--- src/rtl/mil_pkg.sv ---
// MIL-STD-1553 receive shared definitions.
// Timing constants are shared with the transmitter.
package mil_pkg;

  typedef enum logic [2:0] {
    ST_IDLE,
    ST_SYNC1,
    ST_SYNC2,
    ST_DATA,
    ST_DONE
  } rx_state_e;

  localparam int CLK_PER_BIT_DEF = 50;
  localparam int SYNC_TOL        = 10;
  localparam int RESYNC_WIN      = 5;

  function automatic int half_of(input int cpb);
    return cpb / 2;
  endfunction

  function automatic int sync_nom_of(input int cpb);
    return 3 * (cpb / 2);
  endfunction

  localparam int H        = half_of(CLK_PER_BIT_DEF);
  localparam int SYNC_NOM = 3 * H;
  localparam int SYNC_MIN = SYNC_NOM - SYNC_TOL;
  localparam int SYNC_MAX = SYNC_NOM + SYNC_TOL;

endpackage

--- src/rtl/mil_rx_line.sv ---
// Two-flop synchronizers on RXP/RXN and
// decode of the line into +, - or idle.
module mil_rx_line (
  input  logic clk,
  input  logic rst_n,
  input  logic RXP,
  input  logic RXN,
  output logic level_p,
  output logic level_n,
  output logic level_idle
);

  logic [1:0] p_sync;
  logic [1:0] n_sync;

  always_ff @(posedge clk or negedge rst_n) begin
    if (!rst_n) begin
      p_sync <= 2'b00;
      n_sync <= 2'b00;
    end else begin
      p_sync <= {p_sync[0], RXP};
      n_sync <= {n_sync[0], RXN};
    end
  end

  assign level_p    = p_sync[1] & ~n_sync[1];
  assign level_n    = ~p_sync[1] & n_sync[1];
  assign level_idle = ~(level_p | level_n);

endmodule

--- src/rtl/mil_rxd.sv ---
// MIL-STD-1553 Manchester word receiver:
// sync detection, bit recovery with resync, parity.
module mil_rxd
  import mil_pkg::*;
#(
  parameter int CLK_PER_BIT = 50
) (
  input  logic        clk,
  input  logic        rst_n,
  input  logic        RXP,
  input  logic        RXN,
  output logic [15:0] dat,
  output logic        CW_RX,
  output logic        DW_RX,
  output logic        ok_rx,
  output logic        err_rx,
  output logic        en_rx
);

  localparam int HB    = half_of(CLK_PER_BIT);
  localparam int S_NOM = sync_nom_of(CLK_PER_BIT);
  localparam int S_MIN = S_NOM - SYNC_TOL;
  localparam int S_MAX = S_NOM + SYNC_TOL;
  localparam int W     = $clog2(S_MAX + 2);

  localparam logic [W-1:0] T_S1   = W'(HB / 2);
  localparam logic [W-1:0] T_S2   = W'(HB + HB / 2);
  localparam logic [W-1:0] T_H    = W'(HB);
  localparam logic [W-1:0] T_RLO  = W'(HB - RESYNC_WIN);
  localparam logic [W-1:0] T_RHI  = W'(HB + RESYNC_WIN);
  localparam logic [W-1:0] T_LAST = W'(CLK_PER_BIT - 1);
  localparam logic [W-1:0] R_MIN  = W'(S_MIN);
  localparam logic [W-1:0] R_MAX  = W'(S_MAX);
  localparam logic [W-1:0] R_NOM1 = W'(S_NOM - 1);

  logic level_p;
  logic level_n;
  logic level_idle;

  mil_rx_line u_line (
    .clk        (clk),
    .rst_n      (rst_n),
    .RXP        (RXP),
    .RXN        (RXN),
    .level_p    (level_p),
    .level_n    (level_n),
    .level_idle (level_idle)
  );

  rx_state_e   state;
  logic [W-1:0] run;
  logic [W-1:0] btmr;
  logic [4:0]  bcnt;
  logic [15:0] dat_shift;
  logic        sync_cw;
  logic        first_p;
  logic        man_err;
  logic        par;
  logic        prev_p;
  logic        prev_n;

  logic opp;
  logic changed;
  logic in_win;
  logic at_smp;

  // opp: the level opposite to the first sync half
  assign opp     = sync_cw ? level_n : level_p;
  assign changed = (level_p & prev_n) | (level_n & prev_p);
  assign in_win  = (btmr >= T_RLO) && (btmr <= T_RHI);
  assign at_smp  = (btmr == T_S1) || (btmr == T_S2);
  assign en_rx   = (state != ST_IDLE);

  always_ff @(posedge clk or negedge rst_n) begin
    if (!rst_n) begin
      state     <= ST_IDLE;
      run       <= '0;
      btmr      <= '0;
      bcnt      <= '0;
      dat_shift <= '0;
      sync_cw   <= 1'b0;
      first_p   <= 1'b0;
      man_err   <= 1'b0;
      par       <= 1'b0;
      prev_p    <= 1'b0;
      prev_n    <= 1'b0;
      dat       <= '0;
      CW_RX     <= 1'b0;
      DW_RX     <= 1'b0;
      ok_rx     <= 1'b0;
      err_rx    <= 1'b0;
    end else begin
      ok_rx  <= 1'b0;
      err_rx <= 1'b0;
      prev_p <= level_p;
      prev_n <= level_n;
      unique case (state)
        ST_IDLE: begin
          if (!level_idle) begin
            state   <= ST_SYNC1;
            run     <= '0;
            sync_cw <= level_p;
          end
        end
        ST_SYNC1: begin
          if (level_idle || run > R_MAX ||
              (opp && run < R_MIN)) begin
            state  <= ST_IDLE;
            err_rx <= 1'b1;
          end else if (opp) begin
            state <= ST_SYNC2;
            run   <= '0;
          end else begin
            run <= run + 1'b1;
          end
        end
        ST_SYNC2: begin
          if (level_idle || (!opp && run < R_MIN)) begin
            state  <= ST_IDLE;
            err_rx <= 1'b1;
          end else if (!opp || run == R_NOM1) begin
            state     <= ST_DATA;
            btmr      <= '0;
            bcnt      <= '0;
            man_err   <= 1'b0;
            par       <= 1'b0;
            dat_shift <= '0;
          end else begin
            run <= run + 1'b1;
          end
        end
        ST_DATA: begin
          if (level_idle && at_smp) begin
            state  <= ST_IDLE;
            err_rx <= 1'b1;
          end else begin
            if (btmr == T_S1) first_p <= level_p;
            if (btmr == T_S2) begin
              if (first_p == level_p) man_err <= 1'b1;
              par <= par ^ first_p;
              if (bcnt < 5'd16)
                dat_shift <= {dat_shift[14:0], first_p};
            end
            if (btmr == T_LAST) begin
              btmr <= '0;
              bcnt <= bcnt + 5'd1;
              if (bcnt == 5'd16) state <= ST_DONE;
            end else if (changed && in_win) begin
              btmr <= T_H;
            end else begin
              btmr <= btmr + 1'b1;
            end
          end
        end
        ST_DONE: begin
          dat   <= dat_shift;
          CW_RX <= sync_cw;
          DW_RX <= ~sync_cw;
          if (!man_err && par) ok_rx  <= 1'b1;
          else                 err_rx <= 1'b1;
          // next sync is timed from the nominal bit boundary
          if (level_idle) begin
            state <= ST_IDLE;
          end else begin
            state   <= ST_SYNC1;
            run     <= W'(1);
            sync_cw <= level_p;
          end
        end
        default: state <= ST_IDLE;
      endcase
    end
  end

endmodule

--- config.mk ---
export PLATFORM = sky130hd
export DESIGN_NAME = mil_rxd
export DESIGN_NICKNAME = d
export VERILOG_FILES = /design/src/rtl/mil_pkg.sv /design/src/rtl/mil_rx_line.sv /design/src/rtl/mil_rxd.sv
export SDC_FILE = /design/constraint.sdc
export NUM_CORES = 1
export LEC_CHECK = 0
export ABC_CLOCK_PERIOD_IN_PS = 3880
export CAP_MARGIN = 20
export CORE_MARGIN = 4
export CORE_UTILIZATION = 60
export CTS_BUF_LIST = sky130_fd_sc_hd__clkbuf_4 sky130_fd_sc_hd__clkbuf_8
export CTS_CLUSTER_SIZE = 14
export DETAILED_ROUTE_END_ITERATION = 16
export GPL_ROUTABILITY_DRIVEN = 1
export HOLD_SLACK_MARGIN = 0.06
export PLACE_DENSITY_LB_ADDON = 0.15
export SLEW_MARGIN = 20
export SYNTH_ARGS = -nofsm -noshare
export SYNTH_HDL_FRONTEND = slang
export SYNTH_HIERARCHICAL = 1
export SYNTH_SLANG_ARGS = --single-unit
export TNS_END_PERCENT = 5
--- constraint.sdc ---
create_clock -name clk -period 3.88 [get_ports clk]
set_input_delay 0.776 -clock clk [delete_from_list [all_inputs] [get_ports clk]]
set_output_delay 0.776 -clock clk [all_outputs]
set_load 0.02 [all_outputs]
; ---- Yosys cells after proc, flatten, opt, wreduce, memory -nomap -nowiden
; Cells that the tools add are included.
[word_totals]
out_inout_bits = 21
reg_bits = 68
in_bits = 4
wordCells = 141
[classes]
mux = 51
n_reduce_logical = 27
magnitude_cmp = 5
add_sub_neg = 3
bitwise = 12
n_eq_ne = 25
[op_table]
columns = cell, count
row1 = $mux W16, 5
row2 = $mux W7, 11
row3 = $pmux W16 S2, 1
row4 = $pmux W7 S4, 1
row5 = $mux W3, 8
row6 = $ne A2 B2 Y1 const B, 11
row7 = $mux W5, 4
row8 = $reduce_and A6 Y1, 3
row9 = $mux W1, 15
row10 = $pmux W3 S5, 1
row11 = $reduce_and A5 Y1, 3
row12 = $add A7 B1 Y7 const B, 2
row13 = $eq A7 B6 Y1 const B, 2
row14 = $pmux W7 S2, 1
row15 = $ne A3 B3 Y1 const B, 4
row16 = $pmux W5 S2, 1
row17 = $eq A7 B4 Y1 const B, 1
row18 = $eq A7 B7 Y1 const B, 1
row19 = $ge A7 B5 Y1 const B, 1
row20 = $gt A7 B7 Y1 const B, 1
row21 = $le A7 B5 Y1 const B, 1
row22 = $lt A7 B7 Y1 const B, 1
row23 = $eq A3 B2 Y1 const B, 2
row24 = $logic_and A1 B1 Y1, 6
row25 = other kinds (22), 36

; ---- Longest topological paths before layout
[depth]
word_depth = 9
mapped_depth = 8

; ---- Cells and area by module
; The synthesis kept the hierarchy.
[modules_own_cells]
columns = mod, cells_per_inst, seq_area_each_um2, area_per_inst_um2, n_inst
row1 = mil_rxd, 345, 1601.5, 3419.5, 1
row2 = mil_rx_line, 8, 100.1, 132.6, 1

; ---- Worst setup path before layout
; No wires, ideal clock.
[synth_timing]
path_kind = reg2reg
startpoint = register u_line.p_sync[1]
endpoint = register run[0]
slack_ns = 1.659
path_stages_with_launch = 8
t_arrival_ns = 2.096
required_ns = 3.755
period_less_slack_ns = 2.221
path_cell_list = dfrtp_1 > ha_1 > mux2i_4 > mux2i_4 > o31ai_4 > or3_1 > buf_4 > mux2_4
[synth_via]
word_cells_on_any_way = 22
cone_classes = 5 x eq/ne / 4 x mux / 5 x bitwise / 8 x reduce/logical
[synth_lines]
columns = item, line_no
row1 = "start, declared", mil_rx_line.sv:13  ; logic [1:0] p_sync;
row2 = "start signal, assigned", mil_rx_line.sv:21  ; p_sync <= {p_sync[0], RXP};
row3 = $and A1 B1 Y1 (*), mil_rx_line.sv:26  ; assign level_p = p_sync[1] & ~n_sync[1];
row4 = net level_p, mil_rxd.sv:36  ; logic level_p;
row5 = $mux W1 / $or A1 B1 Y1 (equally long branches), "mil_rxd.sv:68, mil_rx_line.sv:28"
row6 = $logic_not A1 Y1 / $not A1 Y1 (equally long branches), "mil_rxd.sv:118, mil_rxd.sv:121, mil_rx_line.sv:28"
row7 = $logic_and A1 B1 Y1 / $logic_or A1 B1 Y1 (equally long branches), "mil_rxd.sv:118, mil_rxd.sv:106"
row8 = "$logic_or A1 B1 Y1, on equally long branches", "mil_rxd.sv:118, mil_rxd.sv:106"
row9 = $ne A2 B2 Y1 (no source line), n/a
row10 = $reduce_and A6 Y1 (no source line), n/a
row11 = "end signal, assigned", mil_rxd.sv:114  ; run <= run + 1'b1;
row12 = "end signal, assigned", mil_rxd.sv:129  ; run <= run + 1'b1;
row13 = "end, declared", mil_rxd.sv:51  ; logic [W-1:0] run;
; The timed path passes the listed nets; every way through them passes the cells marked *. The select of a mux whose other input is x is not followed.
; A chain may end at the register's enable or synchronous reset.

; ---- Worst setup path in the final report
[layout_timing]
startpoint = register state[2]
endpoint = register dat_shift[15]
[layout_via]
elab_chain_cells = 3
word_cells_on_any_way = 10
cone_classes = 7 x eq/ne / 1 x mux / 2 x reduce/logical
[layout_rtl]
columns = item, line_no
row1 = "start, declared", mil_rxd.sv:50  ; rx_state_e state;
row2 = "start signal, assigned", mil_rxd.sv:76  ; state <= ST_IDLE;
row3 = "start signal, assigned", mil_rxd.sv:100  ; state <= ST_SYNC1;
row4 = "start signal, assigned", mil_rxd.sv:108  ; state <= ST_IDLE;
row5 = $eq A3 B2 Y1, mil_rxd.sv:97  ; unique case (state)
row6 = $ne A2 B2 Y1 (no source line) / $reduce_bool A2 Y1 (equally long branches), n/a
row7 = $reduce_and A6 Y1 (no source line), n/a
row8 = "end signal, assigned", mil_rxd.sv:142  ; dat_shift <= {dat_shift[14:0], first_p};
row9 = "end, declared", mil_rxd.sv:54  ; logic [15:0] dat_shift;
; Several ways; a longest one is shown, not always the timed one.

==> impl_summary.txt <==
----------------------------------------------------
[Run status]
  Result of the run ... completed

[Setup path]
  Critical path arrival ... 3.09 ns
  Data required time at the worst endpoint ... 4.15 ns
  Endpoint of the most critical register-to-register path ... dat_shift[15]
  Critical path peak fanout ... 19
  Worst r2r path cells ... 5
  Start of the worst register-to-register path ... state[2]
  Startpoint type of the worst setup path ... register
  Start point of the critical path ... state[2]
  CP Class ... register to register
  Capture point of the critical path ... dat_shift[15]
  R2r setup slk ... 1.06 ns
  Kind of end point of the critical path ... register

[Power and ir drop]
  Sw power ... 0.600 mW
  Overall power ... 1.97 mW
  Sequential power share ... 0.407
  Int Pwr ... 1.37 mW
  Pwr Density ... 487 nW/µm²
  Leakage component of the power ... 1.70 nW
  Comb power frac ... 0.233
  Switching power share of the total ... 0.304
  Worst supply voltage drop on vdd ... 0.334 mV
  Clock power share ... 0.360

[Die]
  X dimension of the die ... 84.9 µm
  Number of placement rows ... 27
  Chip height ... 84.9 µm
  Die footprint ... 7220 µm²
  Placeable core area ... 5610 µm²
  Starting utilization of the core area ... 0.633
  Number of top-level pins ... 25

[STA]
  Final Hold Slack ... 0.359 ns
  Number of endpoints with negative hold slack in the final report ... 0
  Sum Neg Setup Slack ... 0 ns
  F_max ... 354 MHz
  Relative slew margins ... 0.307
  Setup repair after global routing missed its margin ... no
  Minimum period implied by the final worst setup slack ... 2.82 ns
  Period utilisation layout ... 0.727
  Least-Margin Pin Slew ... 1.04 ns
  Worst-case clock skew ... 0.00818 ns
  Number of setup violations in the final report ... 0
  Final Slew Violations ... 0

[Global routing]
  Global-route wire length before repair ... 12,300 µm
  Global Route Usage Sum ... 0.213
  Maximum number of pins on one net before global-route repair ... 42
  Vias in the first global route ... 2,590
  Initial antenna violation count ... 0
  Total gr overflow ... 0

[Synthesis]
  Largest cells by area after synthesis ... sky130_fd_sc_hd__dfrtp_1 (48%), sky130_fd_sc_hd__mux2i_1 (5.1%), sky130_fd_sc_hd__nand2_1 (4.8%)
  Dominant cell by count in the synthesized netlist ... sky130_fd_sc_hd__dfrtp_1
  Post-synthesis xor/xnor area fraction ... 0.00247
  Simple-gate share of the synthesized area ... 0.175
  Async SR Flop Fraction ... 1.00
  Post-synthesis adder-cell area fraction ... 0.0352
  Count of warnings emitted by yosys ... 6
  Main combinational cell family by area after synthesis ... simple AND/OR/NAND/NOR gates
  Number of instances in the synthesized netlist ... 353
  Number of register bits inferred by synthesis ... 68
  Cell accounting for the most synthesized area ... sky130_fd_sc_hd__dfrtp_1
  Area fraction in compound gates after synthesis ... 0.160
  Total nets after synthesis ... 367
  Number of enable flip-flop cells after synthesis ... 0
  Mean instance size in the synthesized netlist ... 10.1 µm²
  Top cell type's share of synthesized area ... 0.479
  Area of the mapped netlist ... 3550 µm²
  Post-synth top cells ... sky130_fd_sc_hd__dfrtp_1 (68), sky130_fd_sc_hd__nand2_1 (45), sky130_fd_sc_hd__inv_1 (28), sky130_fd_sc_hd__o21ai_0 (26), sky130_fd_sc_hd__mux2i_1 (18)
  Number of library cell types mapped by synthesis ... 59
  Fraction of synthesized area in multiplexers ... 0.0909
  Share of synthesized area occupied by flip-flops and latches ... 0.479
  Top_reg_cell synth ... sky130_fd_sc_hd__dfrtp_1

[Finish]
  Final core utilization ... 0.722
  Area of all placed cells without fillers ... 4050 µm²
  Number of inserted filler cells in the final layout ... 413
  Diodes inserted ... 0
  Layout overhead on the synthesized area ... 13.9%
  Nets ... 388
  Share of cells above drive strength 1 ... 0.103

[CTS]
  Maximum clock insertion buffer count ... 2
  Clock network latency to the later pin of the worst-skew pair ... 0.35 ns
  TritonCTS Buffers ... 9
  Clock edge transition at the registers on the reported setup and hold paths ... 0.08 ns
  CTS tree ... done
  Buffer count from post-CTS setup fixing ... 0
  Level count of the clock H-tree ... 3
  Buffer cell driving the clock tree root ... sky130_fd_sc_hd__clkbuf_8
  Number of gates given a new drive strength after cts ... 0
  Number of clock sinks seen by CTS ... 68
  # hold bufs at CTS ... 0

[Detailed routing]
  Via count ... 2,597
  Post-DR wirelength/cell ... 15.4 µm
  Average vias per placed instance ... 5.76
  Iteration-0 DRC count of the detailed router ... 99
  DR DRC count ... 0
  Detailed Route WL ... 6940 µm
  Remaining antenna violation count after routing ... 0
  TritonRoute pass-1 iters ... 4

[Run]
  Max Cap Viol ... 0

[Min path]
  Path class of the lowest-slack min-delay path ... register to register

[Placement]
  Port Buffers ... 24
  Global placement routability congestion ... 0.907
  HPWL Detailed ... 4840 µm
  Total placed instance area ... 3800 µm²

----------------------------------------------------
-- cells by family after synthesis --
logic type               Yosys count
XOR/XNOR                           1
flip-flops                        68
AND/OR/NAND/NOR                  120
adder cells (fa/ha/maj)           10
buffers and inverters             45
AO/OA/AOI/OAI                     81
multiplexers                      28
-- cell type report --
| class | instances | area, µm² | area share |
|---|---|---|---|
| sequential | 68 | 1700 | 0.421 |
| multi-input combinational | 240 | 1650 | 0.407 |
| timing repair buffer | 27 | 258 | 0.0637 |
| clock buffer | 10 | 131 | 0.0325 |
| clock inverter | 6 | 113 | 0.0278 |
| inverter | 28 | 105 | 0.0260 |
| tap | 72 | 90.1 | 0.0223 |
-- layer usage --
metal  vias up  share of wire  GRT usage
met3        13          0.041     0.0456
met1      1235           0.47      0.285
met5         -              0          0
met2        52           0.46      0.337
li1       1297              -          -
met4         0          0.021     0.0849
-- worst max-delay path: stages, from the launching register on --
cell	delay, ns
sky130_fd_sc_hd__dfrtp_1	0.77
sky130_fd_sc_hd__and3b_1	0.27
sky130_fd_sc_hd__o2111ai_1	0.14
sky130_fd_sc_hd__a21bo_2	0.37
sky130_fd_sc_hd__a211oi_4	0.89
sky130_fd_sc_hd__mux2i_1	0.30
-- state kept, by name (all words and copies together), names as in the netlist --
register	count
CW_RX	1
DW_RX	1
bcnt	5
btmr	7
dat	16
dat_shift	16
err_rx	1
first_p	1
man_err	1
ok_rx	1
par	1
prev_n	1
prev_p	1
run	7
state	3
sync_cw	1
u_line/n_sync	2
u_line/p_sync	2
-- worst min path at each step --
stage	start	to	slack (ns)	depth (start not counted)
final	u_line/n_sync[0]	u_line/n_sync[1]	0.36	0
after global routing	u_line/n_sync[0]	u_line/n_sync[1]	0.37	0
after CTS	u_line/n_sync[0]	u_line/n_sync[1]	0.37	0
after detailed placement	u_line/n_sync[0]	u_line/n_sync[1]	0.35	0
after global placement	u_line/p_sync[0]	u_line/p_sync[1]	0.33	0
after floorplan	u_line/n_sync[0]	u_line/n_sync[1]	0.33	0
-- per-stage QoR --
| stage | instances | setup WS [ns] |
|---|---|---|
| after floorplan | 353 | 1.66 |
| after global placement | 435 | 1.17 |
| after detailed placement | 435 | 1.09 |
| after CTS | 451 | 1.06 |
| after global routing | 451 | 0.820 |
| final | 451 | 1.06 |
-- power by group through the flow --
stage	registers, mW	clock network, mW	logic, mW
6_report	0.804	0.709	0.459
5_1_grt	0.812	0.751	0.513
4_1_cts	0.803	0.721	0.462
3_5_place_dp	0.817	0	0.460
3_3_place_gp	0.815	0	0.456
2_1_floorplan	0.793	0	0.386
-- layout by cell type, fill, tap and decap left out, types with 6 or more instances in the layout --
master and count:
sky130_fd_sc_hd__clkbuf_8 9, sky130_fd_sc_hd__ha_1 10, sky130_fd_sc_hd__a21oi_1 12, sky130_fd_sc_hd__or3_1 6
sky130_fd_sc_hd__o21ai_0 26, sky130_fd_sc_hd__mux2i_1 18, sky130_fd_sc_hd__nor2_1 13, sky130_fd_sc_hd__nand3_1 12
sky130_fd_sc_hd__clkdlybuf4s50_1 23, sky130_fd_sc_hd__nand2_1 45, sky130_fd_sc_hd__nor2b_1 7, sky130_fd_sc_hd__o31ai_1 7
sky130_fd_sc_hd__inv_1 28, sky130_fd_sc_hd__dfrtp_1 68
No activity file was read; power rests on OpenSTA's default activity.
